--- src/rtl/serial_tx.sv ---
// Parallel-to-serial transmitter: start bit, DATA_W data bits LSB first, even parity, stop bit.
// Each bit is held for CLKS_PER_BIT cycles; ser_out is registered and trails the FSM state by one cycle.
module serial_tx #(
    parameter int DATA_W       = 8,
    parameter int CLKS_PER_BIT = 4
) (
    input  logic              clk,
    input  logic              rst,
    input  logic [DATA_W-1:0] data_in,
    input  logic              valid_in,
    output logic              ready_out,
    output logic              ser_out,
    output logic              busy_out,
    output logic              done_out
);

    localparam int CNT_W = (CLKS_PER_BIT > 1) ? $clog2(CLKS_PER_BIT) : 1;
    localparam int IDX_W = (DATA_W > 1) ? $clog2(DATA_W) : 1;
    localparam logic [CNT_W-1:0] CNT_LAST = CNT_W'(CLKS_PER_BIT - 1);
    localparam logic [IDX_W-1:0] IDX_LAST = IDX_W'(DATA_W - 1);

    typedef enum logic [2:0] {
        IDLE,
        START,
        DATA,
        PARITY,
        STOP
    } state_t;

    state_t            state_q, state_d;
    logic [CNT_W-1:0]  tick_q, tick_d;
    logic [IDX_W-1:0]  bit_idx_q, bit_idx_d;
    logic [DATA_W-1:0] shift_q, shift_d;
    logic              parity_q, parity_d;
    logic              ser_q, ser_d;
    logic              done_q, done_d;
    logic              bit_end;

    function automatic logic even_parity(input logic [DATA_W-1:0] d);
        return ^d;
    endfunction

    always_comb begin
        state_d   = state_q;
        tick_d    = tick_q;
        bit_idx_d = bit_idx_q;
        shift_d   = shift_q;
        parity_d  = parity_q;
        done_d    = 1'b0;
        ser_d     = 1'b1;
        bit_end   = (tick_q == CNT_LAST);

        // The tick counter only runs while a frame is on the line.
        if (state_q != IDLE) begin
            tick_d = bit_end ? '0 : tick_q + CNT_W'(1);
        end

        case (state_q)
            IDLE: begin
                tick_d    = '0;
                bit_idx_d = '0;
                if (valid_in) begin
                    state_d  = START;
                    shift_d  = data_in;
                    parity_d = even_parity(data_in);
                end
            end
            START: begin
                if (bit_end) state_d = DATA;
            end
            DATA: begin
                if (bit_end) begin
                    shift_d = shift_q >> 1;
                    if (bit_idx_q == IDX_LAST) begin
                        state_d   = PARITY;
                        bit_idx_d = '0;
                    end else begin
                        bit_idx_d = bit_idx_q + IDX_W'(1);
                    end
                end
            end
            PARITY: begin
                if (bit_end) state_d = STOP;
            end
            STOP: begin
                if (bit_end) begin
                    state_d = IDLE;
                    done_d  = 1'b1;
                end
            end
            default: state_d = IDLE;
        endcase

        case (state_q)
            START:   ser_d = 1'b0;
            DATA:    ser_d = shift_q[0];
            PARITY:  ser_d = parity_q;
            default: ser_d = 1'b1;
        endcase
    end

    always_ff @(posedge clk) begin
        if (rst) begin
            state_q   <= IDLE;
            tick_q    <= '0;
            bit_idx_q <= '0;
            shift_q   <= '0;
            parity_q  <= 1'b0;
            ser_q     <= 1'b1;
            done_q    <= 1'b0;
        end else begin
            state_q   <= state_d;
            tick_q    <= tick_d;
            bit_idx_q <= bit_idx_d;
            shift_q   <= shift_d;
            parity_q  <= parity_d;
            ser_q     <= ser_d;
            done_q    <= done_d;
        end
    end

    assign ready_out = (state_q == IDLE) && !rst;
    assign busy_out  = (state_q != IDLE);
    assign ser_out   = ser_q;
    assign done_out  = done_q;

endmodule

--- config.mk ---
export PLATFORM = sky130hd
export DESIGN_NAME = serial_tx
export DESIGN_NICKNAME = d
export VERILOG_FILES = /design/src/rtl/serial_tx.sv
export SDC_FILE = /design/constraint.sdc
export NUM_CORES = 1
export LEC_CHECK = 0
export ABC_AREA = 1
export CAP_MARGIN = 10
export CORE_MARGIN = 2
export CORE_UTILIZATION = 50
export DETAILED_ROUTE_END_ITERATION = 7
export PLACE_DENSITY = 0.74
export SLEW_MARGIN = 20
export SYNTH_ARGS = -nofsm -noshare
export SYNTH_HDL_FRONTEND = slang
export SYNTH_SLANG_ARGS = --single-unit
--- constraint.sdc ---
create_clock -name clk -period 4 [get_ports clk]
set_clock_uncertainty 0.05 [all_clocks]
set_input_delay 0.6 -clock clk [delete_from_list [all_inputs] [get_ports clk]]
set_output_delay 0.6 -clock clk [all_outputs]
set_load 0.03 [all_outputs]
==> metrics <==
status=finished, final reports clean; Logic pwr share=54.2%; Worst-path clk slew=0.10 ns; CTS sink cnt=19; final setup fails=0; arrival time at the worst endpoint=1.96 ns; Cell variety after synth=20; Final ANT Viol Nets=0; global placement routability congestion=0.791; CTS tree=yes; mean post-synth cell area=6.20 um^2; Post-Syn Nets=187; highest-count cells in the layout ignoring fill and taps=nand2_1, nor2_1, inv_1, dfxtp_1, clkdlybuf4s50_1; maximum vdd ir drop=0.000309 V; # IOs=15; Hold/Removal Path Class=register to register; dpl cell area=1230 um^2; Yosys top cell area share=~35%; Fin. Hold Viols=0; MaxCap Viol Count=0; critical path class=input port to output pin; gr usage total=19.0%; n_diodes=0; slowest cell on the critical path=clkdlybuf4s50_1; cell internal pwr=446 uW; mapped cell area=1070 um^2; Post-CTS Setup Repair Bufs=0; die height=approximately 50 um; Slew Limit Fails=0; worst-margin pin slew=0.353 ns; Clk pwr share=a little under an eighth; commonest non-fill, non-tap cell in the layout=nand2_1; family with the most delay on the worst path=buffers and inverters; vias in the first global route=883; Initial Util=~54%; WL final=2100 um; most used cell, CP=clkdlybuf4s50_1; DIE WIDTH=~50 um; placed insts=around 210; normalized max-slew margin=76.5%; die area=2530 um^2; share of total power in sequential cells=34.3%; Leak=0.000626 uW; P&R area growth vs syn=17.2%; sequential element share of the synthesized area=35.5%; share of cells above drive strength 1=7.41%; Vias=1057; core footprint=2000 um^2; YS warnings=0; DRT Pass-1 Iters=4; Cell Chain, Critical Path=clkdlybuf4s50_1 > nor2_1 > clkdlybuf4s50_1; Worst-Skew Late Latency=around 0.30 ns; largest net degree at the start of global routing=14; fin crit share=approximately 65%; hold_buf cts=0; global-route wire length before repair=3640 um; setup TNS=0 ns; Design Area, Final=1260 um^2; Sw Ratio=47.4%; Final min period=2.61 ns; Startpoint Class=input port; H-Tree Depth=1; Clock Tree Buf Depth=2; max incr delay on CP=a little under 0.7 ns; fin nets=204; top cells by area, synth=dfxtp_1, nand2_1, nor2_1; total CTS buffers=3; Hold WS=0.394 ns; Critical Path End Type=output pin; CP required=3.35 ns; initial antenna violation count=0; PwrDens=674 nW/um^2; # DRC=0; Non-Filler Instances=216; vias per cell=4.89; buffer and inverter count on the worst path=2; fmax=384 MHz; net switching power=401 uW; R2R setup slack=around 2.5 ns; Port Buffers=14; HPWL after DPL=1620 um; CP max FO=7; WL/cell=9.73 um; RSZ-0062 raised after global routing=no; initial DRC count=23; post-synthesis sequential element count=19; dominant cell type by area after synthesis=dfxtp_1; post-CTS sizing=0; clk root buf=clkbuf_4; Mapped Cells=roughly 170; Rows=16; remaining global-route overflow=0
==> cell type report <==
class / count / area [um^2]
inverters: 24 / 90.1
fillers: 184 / 746
clock buffers: 4 / 26.3
repair buffers: 14 / 140
well taps: 27 / 33.8
flip-flops and latches: 19 / 380
multi-input cells: 128 / 586
==> synthesized netlist by cell type <==
cell      instances
nand2_4           1
nand4_1           1
nand3b_1          1
a21oi_1           7
o21ai_2           1
buf_2             1
o21ai_0          10
nor3_1            1
inv_1            19
buf_6             1
inv_2             5
dfxtp_1          19
nand3_1          10
nand2_1          59
o21ai_1           1
o21a_1            1
nor2_2            2
nor2_1           28
nor2_4            2
ha_1              3
==> worst paths after layout <==
kind                               end               startpoint  cells after the start
max                          ready_out                      rst                      3
min             tick_q[0]$_SDFFE_PP0N_   tick_q[0]$_SDFFE_PP0N_                      1
max reg2reg  bit_idx_q[2]$_SDFFE_PP0P_  state_q[2]$_SDFFE_PP0P_                      7
min reg2reg     tick_q[0]$_SDFFE_PP0N_   tick_q[0]$_SDFFE_PP0N_                      1
==> flip-flops by register name (all words and copies together), names as in the netlist <==
register and cells:
done_out 1, state_q 3, parity_q 1, bit_idx_q 3, shift_q 8, ser_out 1, tick_q 2
==> power groups by stage <==
stage	Clock, uW	Sequential (uW)	Combinational [uW]
after detailed placement	0	293	457
after global placement	0	290	449
final	97.9	290	459
after global routing	109	296	518
after CTS	99.6	289	458
after floorplan	0	291	353
==> metal layers <==
metal / part of all wire (%) / wire [um] / track usage, %
met1: 47 / 995 / 24.0
met3: 5.3 / 111 / 4.46
met5: 0 / 0 / 0
met2: 45 / 955 / 30.9
met4: 2.0 / 41 / 8.11
==> stage by stage <==
stage	setup slack [ns]	total power, uW	util, %
finish	1.39	847	62.7
global route	1.31	922	62.7
CTS	1.41	847	62.7
detailed placement	1.41	750	61.4
global placement	1.43	739	61.4
floorplan	2.09	645	-
==> logic make-up after synthesis <==
logic type | share of synthesized area [%]
AND/OR/NAND/NOR | 41.2
buffers and inverters | 9.92
AO/OA/AOI/OAI | 9.92
flip-flops | 35.5
adder cells (fa/ha/maj) | 3.50
Power figures use the tool's default switching activity.
